[config.mk]
export PLATFORM = sky130hd
export DESIGN_NAME = mod_pipe_chain
export DESIGN_NICKNAME = d
export VERILOG_FILES = /design/src/rtl/mod_pipe_chain.sv
export SDC_FILE = /design/constraint.sdc
export NUM_CORES = 1
export LEC_CHECK = 0
export ABC_AREA = 1
export BUFFER_PORTS_ARGS = -buffer_cell sky130_fd_sc_hd__buf_2
export CORE_ASPECT_RATIO = 1.5
export CORE_MARGIN = 2
export CORE_UTILIZATION = 56
export CTS_BUF_LIST = sky130_fd_sc_hd__clkbuf_4
export CTS_CLUSTER_DIAMETER = 150
export DETAILED_ROUTE_END_ITERATION = 16
export GPL_ROUTABILITY_DRIVEN = 0
export PLACE_DENSITY = 0.79
export SETUP_SLACK_MARGIN = 0.2
export SLEW_MARGIN = 0
export SYNTH_ARGS = -nofsm -noshare
export SYNTH_HDL_FRONTEND = slang
export SYNTH_SLANG_ARGS = --single-unit
[constraint.sdc]
create_clock -name clk -period 1.85 [get_ports clk]
set_input_delay 0 -clock clk [delete_from_list [all_inputs] [get_ports clk]]
set_output_delay 0 -clock clk [all_outputs]
set_load 0.1 [all_outputs]
[src/rtl/mod_pipe_chain.sv]
// mod_pipe_chain
//   Chain of STAGES identical WIDTH-bit processing stages with valid/ready
//   flow control. Each beat carries a 2-bit mode that travels with its data
//   and selects the per-stage operation:
//   00 pass, 01 wrapping +1, 10 invert, 11 saturating +1.
//
// Ports
//   clk      rising-edge clock
//   rst_x    asynchronous active-low reset; clears all stage state
//   i_flush  synchronous flush; empties every stage, blocks upstream
//   i_valid  upstream beat valid
//   o_ready  block accepts a beat this cycle
//   i_data   upstream data
//   i_mode   per-beat operation
//   o_valid  output beat valid (last stage occupied)
//   i_ready  downstream accepts
//   o_data   last stage data register
//   o_count  registered number of occupied stages, 0..STAGES
module mod_pipe_chain #(
  parameter int WIDTH  = 8,
  parameter int STAGES = 2,
  parameter int CW     = $clog2(STAGES + 1)
) (
  input  logic             clk,
  input  logic             rst_x,
  input  logic             i_flush,
  input  logic             i_valid,
  output logic             o_ready,
  input  logic [WIDTH-1:0] i_data,
  input  logic [1:0]       i_mode,
  output logic             o_valid,
  input  logic             i_ready,
  output logic [WIDTH-1:0] o_data,
  output logic [CW-1:0]    o_count
);

  typedef enum logic [1:0] {
    MODE_PASS = 2'b00,
    MODE_WINC = 2'b01,
    MODE_INV  = 2'b10,
    MODE_SINC = 2'b11
  } mode_e;

  logic [STAGES-1:0] v;
  logic [WIDTH-1:0]  d [STAGES];
  logic [1:0]        m [STAGES];

  logic [STAGES:0]   rdy;
  logic [STAGES-1:0] take;
  logic [STAGES-1:0] v_nxt;
  logic [CW-1:0]     cnt_nxt;
  logic [WIDTH-1:0]  src_d [STAGES];
  logic [1:0]        src_m [STAGES];

  function automatic logic [WIDTH-1:0] stage_op(input logic [1:0] md,
                                                input logic [WIDTH-1:0] s);
    logic [WIDTH-1:0] r;
    case (mode_e'(md))
      MODE_PASS: r = s;
      MODE_WINC: r = s + 1'b1;
      MODE_INV:  r = ~s;
      MODE_SINC: r = (s == '1) ? s : s + 1'b1;
      default:   r = s;
    endcase
    return r;
  endfunction

  // Stage ready chain. rdy[k] = !v[k] | rdy[k+1] is unrolled from the output
  // end with a running accumulator so the vector is never read while built.
  always_comb begin
    logic acc;
    acc         = i_ready;
    rdy         = '0;
    rdy[STAGES] = i_ready;
    for (int unsigned k = 0; k < STAGES; k++) begin
      acc                 = acc | ~v[STAGES-1-k];
      rdy[STAGES-1-k]     = acc;
    end
  end

  assign o_ready = rdy[0] & ~i_flush;
  assign o_valid = v[STAGES-1];
  assign o_data  = d[STAGES-1];

  always_comb begin
    take     = '0;
    take[0]  = i_valid & o_ready;
    src_d[0] = i_data;
    src_m[0] = i_mode;
    for (int unsigned k = 1; k < STAGES; k++) begin
      take[k]  = v[k-1] & rdy[k];
      src_d[k] = d[k-1];
      src_m[k] = m[k-1];
    end
  end

  // A stage drains when its beat moves on (v & rdy[k+1]); a simultaneous
  // fill keeps it occupied. Flush overrides everything.
  always_comb begin
    v_nxt   = '0;
    cnt_nxt = '0;
    if (!i_flush) begin
      for (int unsigned k = 0; k < STAGES; k++) begin
        v_nxt[k] = take[k] | (v[k] & ~rdy[k+1]);
      end
    end
    for (int unsigned k = 0; k < STAGES; k++) begin
      cnt_nxt = cnt_nxt + CW'(v_nxt[k]);
    end
  end

  always_ff @(posedge clk or negedge rst_x) begin
    if (!rst_x) begin
      v       <= '0;
      o_count <= '0;
      for (int unsigned k = 0; k < STAGES; k++) begin
        d[k] <= '0;
        m[k] <= '0;
      end
    end else begin
      v       <= v_nxt;
      o_count <= cnt_nxt;
      for (int unsigned k = 0; k < STAGES; k++) begin
        if (take[k]) begin
          d[k] <= stage_op(src_m[k], src_d[k]);
          m[k] <= src_m[k];
        end
      end
    end
  end

endmodule

==> key figures, run 1 <==
Critical path
  • Slowest stage delay, CP: 0.52 ns
  • Crit path from: v[1]
  • CP Launch Type: flop
  • End of the worst register-to-register path: o_count[0]
  • Reg2reg start: v[1]
  • Slowest CP cell: dfrtp_4
  • R2R depth: 4
  • CP required: 1.85 ns
  • Crit path kind: flop to output port
  • Crit end category: output port
  • Critical path arrival: 1.50 ns
  • Worst setup endpoint: o_ready
  • Flop2flop setup slack: 0.41 ns
  • Max Fanout on Critical Path: 4
  • Worst-path cell chain: nand3_1, nand2_1, inv_1, buf_2

Clocking
  • Total of cells resized after clock tree synthesis: 0
  • Htree depth: 1
  • CTS buffer count: 3
  • TritonCTS clock tree: done
  • Root Buffer: clkbuf_4
  • Worst-path clk slew: 0.13 ns
  • Clock latency on the worst-skew pair: 0.30 ns
  • Longest Clk Path Bufs: 2
  • Sink Count: 22
  • Setup repair bufs after CTS: 0
  • Hold buffers post-CTS: 2

Routing
  • Initial DRT Pass Iterations: 4
  • Post-DRT Antenna Nets: 0
  • Via density: 5.17
  • Drt total wl: 3500 um
  • Wire per inst: 11.6 um
  • Via count: 1562
  • Number of remaining DRC errors: 0
  • DR iter-0 viols: 50

Final layout
  • Area taken by multi-input logic gates: 862 um^2
  • # nets final: 284
  • Fillers: 280
  • Layout cells sized above 1: 0.177
  • Area Growth Syn to Fin: 11.6%
  • Commonest cells after routing, fill and taps aside: 87 x nand2_1, 29 x inv_1, 26 x buf_2, 24 x nand3_1, 21 x dfrtp_1
  • N_diodes: 0
  • Register Area: 554 um^2
  • Most common cell after layout, fill and taps aside: nand2_1

Floorplanning
  • Site Rows: 23
  • Initial Utilization: 0.595
  • Die area: 3330 um^2
  • IO Pins: 27
  • Die W: 47.8 um
  • Die Ht: 69.7 um
  • Core area: 2710 um^2

STA
  • Worst slew margin: 0.678
  • Final Hold Vio Count: 0
  • FMAX: 666 MHz
  • Slew @ Worst Pin: 0.483 ns
  • RSZ-0062 raised after global routing: no
  • Crit path time final: 1.50 ns
  • Slew Viols, Final: 0
  • Fin crit share: 0.812
  • Setup violations, final: 0
  • Final TNS setup: 0 ns
  • Final setup skew: 0.00177 ns

Pwr
  • Final Total Pwr: 0.00182 W
  • Static leakage: 1.01 nW
  • Pwr/cell area: 1010 nW/um^2
  • Peak supply drop: 0.000514 V

Logic synthesis
  • Synth Warn #: 0
  • Syn Nets: 260
  • Yosys cell types: 30
  • Sequential area share after synthesis: 0.342
  • Avg Cell Area, Syn: 6.65 um^2
  • Post-Syn Instances: 242
  • Synth Register Bits: 22
  • Mapped Area: 1610 um^2

Min path
  • Hold crit path type: primary input to flop

Global route
  • First-pass GRT wire length: 5990 um
  • Total GRT Usage: 0.236
  • Pin count of the biggest net entering global routing: 23
  • Vias in the first global route: 1482
  • Total grt overflow: 0
  • Antenna violations before repair: 0

Place
  • Port bufs: 26
  • Hpwl dp: 2770 um

Run status
  • Status: finished, final reports clean

Flow run
  • Total of max-cap violations: 0
-- report_power, final --
part | total (W) | leakage, nW | internal (W) | switching (W)
logic | 0.000818 | 0.715 | 0.000175 | 0.000643
clock network | 0.000368 | 0.0279 | 0.000219 | 0.000149
registers | 0.000631 | 0.267 | 0.000565 | 0.0000662
total | 0.00182 | 1.01 | 0.000959 | 0.000858
-- synth_stat cells, drive strengths merged --
cell | instances | share of area
a211oi | 1 | 0.0047
a21boi | 2 | 0.0093
a21oi | 12 | 0.044
a31oi | 1 | 0.0039
buf | 11 | 0.051
dfrtp | 22 | 0.34
ha | 3 | 0.023
inv | 31 | 0.072
nand2 | 92 | 0.22
nand3 | 25 | 0.081
nand3b | 4 | 0.019
nand4 | 3 | 0.012
nor2 | 20 | 0.054
nor3 | 1 | 0.0031
o211ai | 2 | 0.0093
o21a | 1 | 0.0047
o21ai | 8 | 0.032
or2 | 2 | 0.0078
xor2 | 1 | 0.0054
-- critical path, delay by kind of cell (launching register included) --
kind	cells	cell delay, ns
AND/OR/NAND/NOR	2	0.22
buffers and inverters	2	0.46
flip-flops	1	0.52
-- registers in the layout, summed over array words and instances (netlist names) --
signal   count
d            8
o_data       8
m            2
o_count      2
v            2
-- metrics by stage --
step	cell area (um^2)	setup WS (ns)	hold WS, ns	instances	utilization
2_1_floorplan	1610	0.203	-0.296	242	-
3_3_place_gp	1720	0.451	-0.0142	296	0.637
3_5_place_dp	1720	0.417	-0.0131	296	0.637
4_1_cts	1800	0.333	0.00833	302	0.664
5_1_grt	1800	0.222	0.0206	302	0.664
6_report	1800	0.348	0.00870	302	0.664
-- layout make-up --
cell class | instances | share of cell area
tap | 37 | 0.0258
inverter | 31 | 0.0648
sequential | 22 | 0.308
multi-input combinational | 178 | 0.480
timing repair buffer | 30 | 0.0919
clock inverter | 1 | 0.0167
clock buffer | 3 | 0.0125
-- per-layer routing --
layer  vias up  routed length [um]  part of all wire  GRT usage
met3         6                 104             0.030     0.0313
met4         0                  56             0.016     0.0991
met1       714                1400              0.40      0.269
li1        809                   -                 -          -
met2        33                1940              0.55      0.407
met5         -                   0                 0          0
-- cell families (layout without fill, tap and decap cells) --
logic type      count (synthesis)  count (layout)  synth area share
flops                          22              22             0.342
xor+xnor                        1               1           0.00544
buf+inv                        42              65             0.123
fa+ha+maj                       3               3            0.0233
simple gates                  147             147             0.399
compound gates                 27              27             0.108
-- how the worst min path moves through the flow --
stage	from	endpoint	slack, ns	depth (start not counted)
2_1_floorplan	rst_x	d[10]	-0.30	0
3_3_place_gp	rst_x	o_data[6]	-0.01	1
3_5_place_dp	rst_x	o_data[6]	-0.01	1
4_1_cts	i_data[6]	d[14]	0.008	4
5_1_grt	i_ready	v[1]	0.02	4
6_report	i_data[6]	d[14]	0.009	4
Note: power is estimated with default switching activity, not from simulation.
==> inputs of run 2 (changes only) <==
- CORE_UTILIZATION: 56 -> 52
- PLACE_DENSITY: 0.79 -> 0.78
- clock period: 1.85 -> 1.31 ns (I/O delays scaled with it)
==> key figures, run 2 (synthesis results as in run 1) <==
Routing
  • Initial DRT Pass Iterations: 4 (unchanged)
  • Drt total wl: 4410 um (+26%)
  • Wire per inst: 13.4 um (+15%)
  • Via count: 1743 (+12%)
  • Via density: 5.28 (+2.1%)
  • DR iter-0 viols: 38 (-24%)
  • Number of remaining DRC errors: 0 (unchanged)
  • Post-DRT Antenna Nets: 0 (unchanged)

Run status
  • Failing checks: negative setup slack
  • Status: finished with violations

Floorplanning
  • Core area: 2940 um^2 (+8.8%)
  • IO Pins: 27 (unchanged)
  • Die W: 49.4 um (+3.5%)
  • Site Rows: 24 (+4.3%)
  • Initial Utilization: 0.547 (-0.0481)
  • Die area: 3570 um^2 (+7.1%)
  • Die Ht: 72.2 um (+3.6%)

STA
  • Slew @ Worst Pin: 0.489 ns (+0.00620 ns)
  • Crit path time final: 1.39 ns
  • Worst slew margin: 0.674 (-0.00414)
  • RSZ-0062 raised after global routing: yes
  • Setup violations, final: 16 (+16)
  • Final setup skew: 0.00516 ns (+0.00339 ns)
  • Fin crit share: 1.06
  • Final TNS setup: -0.473 ns (-0.473 ns)
  • Slew Viols, Final: 0 (unchanged)
  • Final Hold Vio Count: 0 (unchanged)
  • Worst setup margin: -0.0755 ns (-0.423 ns)
  • FMAX: 722 MHz

Global route
  • First-pass GRT wire length: 7210 um (+20%)
  • Antenna violations before repair: 0 (unchanged)
  • Total GRT Usage: 0.258 (+0.0218)
  • Total grt overflow: 0 (unchanged)
  • Pin count of the biggest net entering global routing: 23 (unchanged)
  • Vias in the first global route: 1764 (+19%)

Final layout
  • Design area: 2240 um^2 (+25%)
  • Layout cells sized above 1: 0.354 (+0.177)
  • Finished Layout Cells: 330 (+9.3%)
  • Most common cell after layout, fill and taps aside: nand2_1
  • Area Growth Syn to Fin: 39.2%
  • # nets final: 310 (+9.2%)
  • N_diodes: 0 (unchanged)
  • Commonest cells after routing, fill and taps aside: 74 x nand2_1, 25 x inv_1, 21 x dfrtp_1, 17 x nand3_1

Critical path
  • CP required: 1.52 ns (-0.33 ns)
  • Critical path arrival: 1.60 ns (+0.10 ns)
  • Crit end category: flop
  • Crit path kind: flop to flop
  • Max Fanout on Critical Path: 7 (+3)
  • CP Launch Type: flop

Clocking
  • Worst-path clk slew: 0.13 ns (about the same)
  • Sink Count: 22 (unchanged)
  • Longest Clk Path Bufs: 2 (unchanged)
  • Htree depth: 1 (unchanged)
  • Root Buffer: clkbuf_4
  • TritonCTS clock tree: done
  • CTS buffer count: 3 (unchanged)
  • Clock latency on the worst-skew pair: 0.31 ns (about the same)

Place
  • Port bufs: 26 (unchanged)
  • Placed instance area: 1850 um^2 (+7.1%)
  • DP Cell Count: 308 (+4.1%)
  • Hpwl dp: 2780 um (+0.10%)

Pwr
  • Peak supply drop: 0.000847 V (+65%)
  • Final Total Pwr: 0.00263 W (+45%)
  • Static leakage: 1.16 nW (+15%)
  • Pwr/cell area: 1180 nW/um^2 (+16%)

Flow run
  • Total of max-cap violations: 0 (unchanged)

Min path
  • Hold crit path type: primary input to flop
run 2: cell types whose count changed in the layout (fill, tap and decap cells not counted), moves of 7 or more:
| cell | delta |
|---|---|
| clkbuf_4 | +7 |
| nand2_1 | -13 |
| nand2_2 | +11 |
| buf_2 | -10 |
| buf_4 | +14 |
| buf_6 | +9 |
| nand3_1 | -7 |
run 2: worst max-delay path, cell delays in order, from the launching register on:
cell     delay, ns
dfrtp_4       0.54
nand3_4       0.12
nand3_4       0.15
buf_4         0.18
a21oi_2       0.09
nand2_1       0.05
nor2_1        0.09
nor2_1        0.06
run 2: final cells by class:
type	count	area, um^2
Multi-Input combinational cell	178	1020
Inverter	31	123
Sequential cell	22	554
Timing Repair Buffer	56	464
Tap cell	39	48.8
Clock buffer	3	22.5
Fill cell	224	702
Clock inverter	1	3.75
run 2: layer usage:
layer,wire [um],GRT usage,part of all wire,vias to the layer above
met5,0,0,0,-
met4,209,0.164,0.047,0
met3,145,0.0144,0.033,25
met2,2420,0.509,0.55,62
met1,1640,0.255,0.37,799
li1,-,-,-,857
run 2: stage by stage:
stage	hold WS [ns]	utilization	setup slack [ns]
after floorplan	-0.296	-	-0.199
after global placement	-0.0130	0.628	0.0244
after detailed placement	-0.00829	0.628	-0.0280
after CTS	0.000911	0.695	-0.0244
after global routing	0.0493	0.761	-0.141
final	0.0298	0.761	-0.0755
run 2: where the power goes:
group / total (W) / switching, W / internal, W
Clock: 0.000327 / 0.000215 / 0.000111
Combinational: 0.00143 / 0.00102 / 0.000406
Sequential: 0.000881 / 0.0000832 / 0.000798
run 2: final timing paths:
| check | startpoint | endpoint | slack (ns) | depth (start not counted) |
|---|---|---|---|---|
| max | v[1] | d[9] | -0.08 | 7 |
| min | i_data[4] | d[12] | 0.03 | 3 |
| max reg2reg | v[1] | d[9] | -0.08 | 7 |
| min reg2reg | o_data[7] | o_data[7] | 0.49 | 2 |
| max in group asynchronous | rst_x | v[1] | 0.78 | 2 |
| min in group asynchronous | rst_x | o_count[1] | 0.16 | 2 |
run 2: what timing repair did:
action,CTS,global route
gates resized for setup,17,43
hold endpoints to repair,24,1
pin swaps,8,12
setup buffers,6,6
hold buffers,4,1
cloned,0,1
endpoints found under the setup margin,23,30
==> inputs of run 3 (changes only) <==
- SETUP_SLACK_MARGIN: 0.2 -> 0.1
==> key figures, run 3 (synthesis results as in run 1) <==
Clocking
  • Sink Count: 22 (unchanged)
  • TritonCTS clock tree: done
  • Root Buffer: clkbuf_4
  • Worst-path clk slew: 0.12 ns (about the same)
  • Htree depth: 1 (unchanged)
  • Longest Clk Path Bufs: 2 (unchanged)
  • CTS buffer count: 3 (unchanged)
  • Clock latency on the worst-skew pair: 0.31 ns (about the same)

Routing
  • Wire per inst: 12.3 um (-7.7%)
  • DR iter-0 viols: 44 (+16%)
  • Via count: 1675 (-3.9%)
  • Initial DRT Pass Iterations: 5 (+1)
  • Number of remaining DRC errors: 0 (unchanged)
  • Via density: 5.14 (-2.7%)
  • Post-DRT Antenna Nets: 0 (unchanged)
  • Drt total wl: 4020 um (-8.9%)

STA
  • Crit path time final: 1.35 ns (-0.0370 ns)
  • Fin crit share: 1.03 (-0.0283)
  • FMAX: 742 MHz (+2.7%)
  • Slew Viols, Final: 0 (unchanged)
  • Final setup skew: 0.00821 ns (+0.00305 ns)
  • Worst slew margin: 0.676 (+0.00171)
  • Setup violations, final: 6 (-10)
  • Worst setup margin: -0.0384 ns (+0.0370 ns)
  • RSZ-0062 raised after global routing: yes
  • Final Hold Vio Count: 0 (unchanged)
  • WHS: 0.0340 ns (+0.00421 ns)
  • Slew @ Worst Pin: 0.486 ns (-0.00257 ns)

Critical path
  • Critical path arrival: 1.61 ns (about the same)
  • CP required: 1.57 ns (+0.05 ns)
  • End of the worst register-to-register path: d[13]
  • Crit path from: v[1]
  • Slowest CP cell: dfrtp_4
  • Critical Path Stages: 6 (-1)
  • R2R depth: 6 (-1)
  • Worst setup endpoint: d[13]
  • Slowest stage delay, CP: 0.53 ns (about the same)
  • CP dominant cell by count: nand3_4
  • Worst Path Buf+Inv: 1 (unchanged)
  • Max Fanout on Critical Path: 8 (+1)
  • Reg2reg start: v[1]
  • CP Launch Type: flop
  • Flop2flop setup slack: -0.04 ns (+0.04 ns)
  • Crit end category: flop
  • Worst-path cell chain: nand3_4, nand3_4, buf_4, a211oi_2, o21ai_1, nand2_1
  • Top Family by Delay on Critical Path: flip-flops
  • Crit path kind: flop to flop

Final layout
  • Layout cells sized above 1: 0.328 (-0.0264)
  • N_diodes: 0 (unchanged)
  • Final Util: 0.726 (-0.0357)
  • Area Growth Syn to Fin: 32.6%
  • Design area: 2140 um^2 (-4.7%)
  • Commonest cells after routing, fill and taps aside: 81 x nand2_1, 24 x inv_1, 24 x buf_2, 21 x dfrtp_1, 18 x nand3_1
  • # nets final: 306 (-1.3%)
  • Fillers: 265 (+18%)
  • Most common cell after layout, fill and taps aside: nand2_1

Floorplanning
  • Die W: 49.4 um (unchanged)
  • Initial Utilization: 0.547 (unchanged)
  • Die area: 3570 um^2 (unchanged)
  • Die Ht: 72.2 um (unchanged)
  • IO Pins: 27 (unchanged)
  • Core area: 2940 um^2 (unchanged)
  • Site Rows: 24 (unchanged)

Global route
  • Total grt overflow: 0 (unchanged)
  • Pin count of the biggest net entering global routing: 23 (unchanged)
  • Vias in the first global route: 1518 (-14%)
  • First-pass GRT wire length: 6430 um (-11%)
  • Total GRT Usage: 0.236 (-0.0215)
  • Met1 Resource Use GR: 0.231 (-0.0242)
  • Antenna violations before repair: 0 (unchanged)
  • Grt met2 use: 0.462 (-0.0465)
  • Busiest grt layer: met2
  • Met3 Use GR: 0.0247 (+0.0103)

Min path
  • Hold crit path type: primary input to flop

Pwr
  • Pwr/cell area: 1210 nW/um^2 (+2.6%)
  • Static leakage: 1.12 nW (-2.9%)
  • Final Total Pwr: 0.00258 W (-2.2%)
  • Peak supply drop: 0.000832 V (-1.8%)

Place
  • Hpwl dp: 2750 um (-1.1%)
  • Placed instance area: 1840 um^2 (-0.14%)
  • Port bufs: 26 (unchanged)

Run status
  • Failing checks: negative setup slack
  • Status: finished with violations

Flow run
  • Total of max-cap violations: 0 (unchanged)
-- run 3: cell count changes in the layout (fill, tap and decap cells not counted), moves of 3 or more --
cell      previous run  this run
nand2_2             16         9
nand2_1             74        81
buf_6                9         6
buf_2               16        24
clkbuf_4            10         4
-- run 3: final cells by class --
class	instances	area, um^2	share of cell area
repair buffers	52	388	0.182
multi-input cells	178	990	0.463
inverters	31	125	0.0586
flip-flops and latches	22	554	0.260
clock buffers	4	30.0	0.0141
well taps	39	48.8	0.0228
-- run 3: power by group --
part	total [W]	switching, W	internal [W]
sequential	0.000877	0.0000788	0.000798
clock	0.000341	0.000201	0.000140
combinational	0.00136	0.000999	0.000359
total	0.00258	0.00128	0.00130
-- run 3: tightest hold or removal path: stages --
cell     delay (ns)
buf_2          0.18
inv_1          0.08
o21ai_1        0.06
-- run 3: what timing repair did --
action | in CTS | in global routing
setup buffers | 6 | 6
endpoints found under the setup margin | 17 | 22
endpoints found under the hold margin | 25 | 1
cloned | 0 | 1
pin swaps | 3 | 7
hold buffers | 3 | 1
gates resized for setup | 10 | 31
-- run 3: stage by stage --
stage	TNS (ns)	setup WS (ns)	instances
after floorplan	-0.316	-0.199	242
after global placement	0	0.0246	306
after detailed placement	-0.0190	-0.0151	306
after CTS	0	0.00636	319
after global routing	-0.922	-0.140	326
final	-0.141	-0.0384	326
-- run 3: worst min-delay path by stage --
stage               startpoint    endpoint  cells past startpoint
finish               i_mode[0]        m[2]                      3
global route         i_data[4]       d[12]                      3
CTS                  i_mode[1]        m[3]                      3
detailed placement       rst_x        v[0]                      1
global placement         rst_x  o_count[1]                      1
floorplan                rst_x       d[10]                      0
-- run 3: layer usage --
metal | vias up | share of wire
li1 | 858 | -
met1 | 751 | 0.36
met2 | 50 | 0.57
met3 | 16 | 0.036
met4 | 0 | 0.031
met5 | - | 0
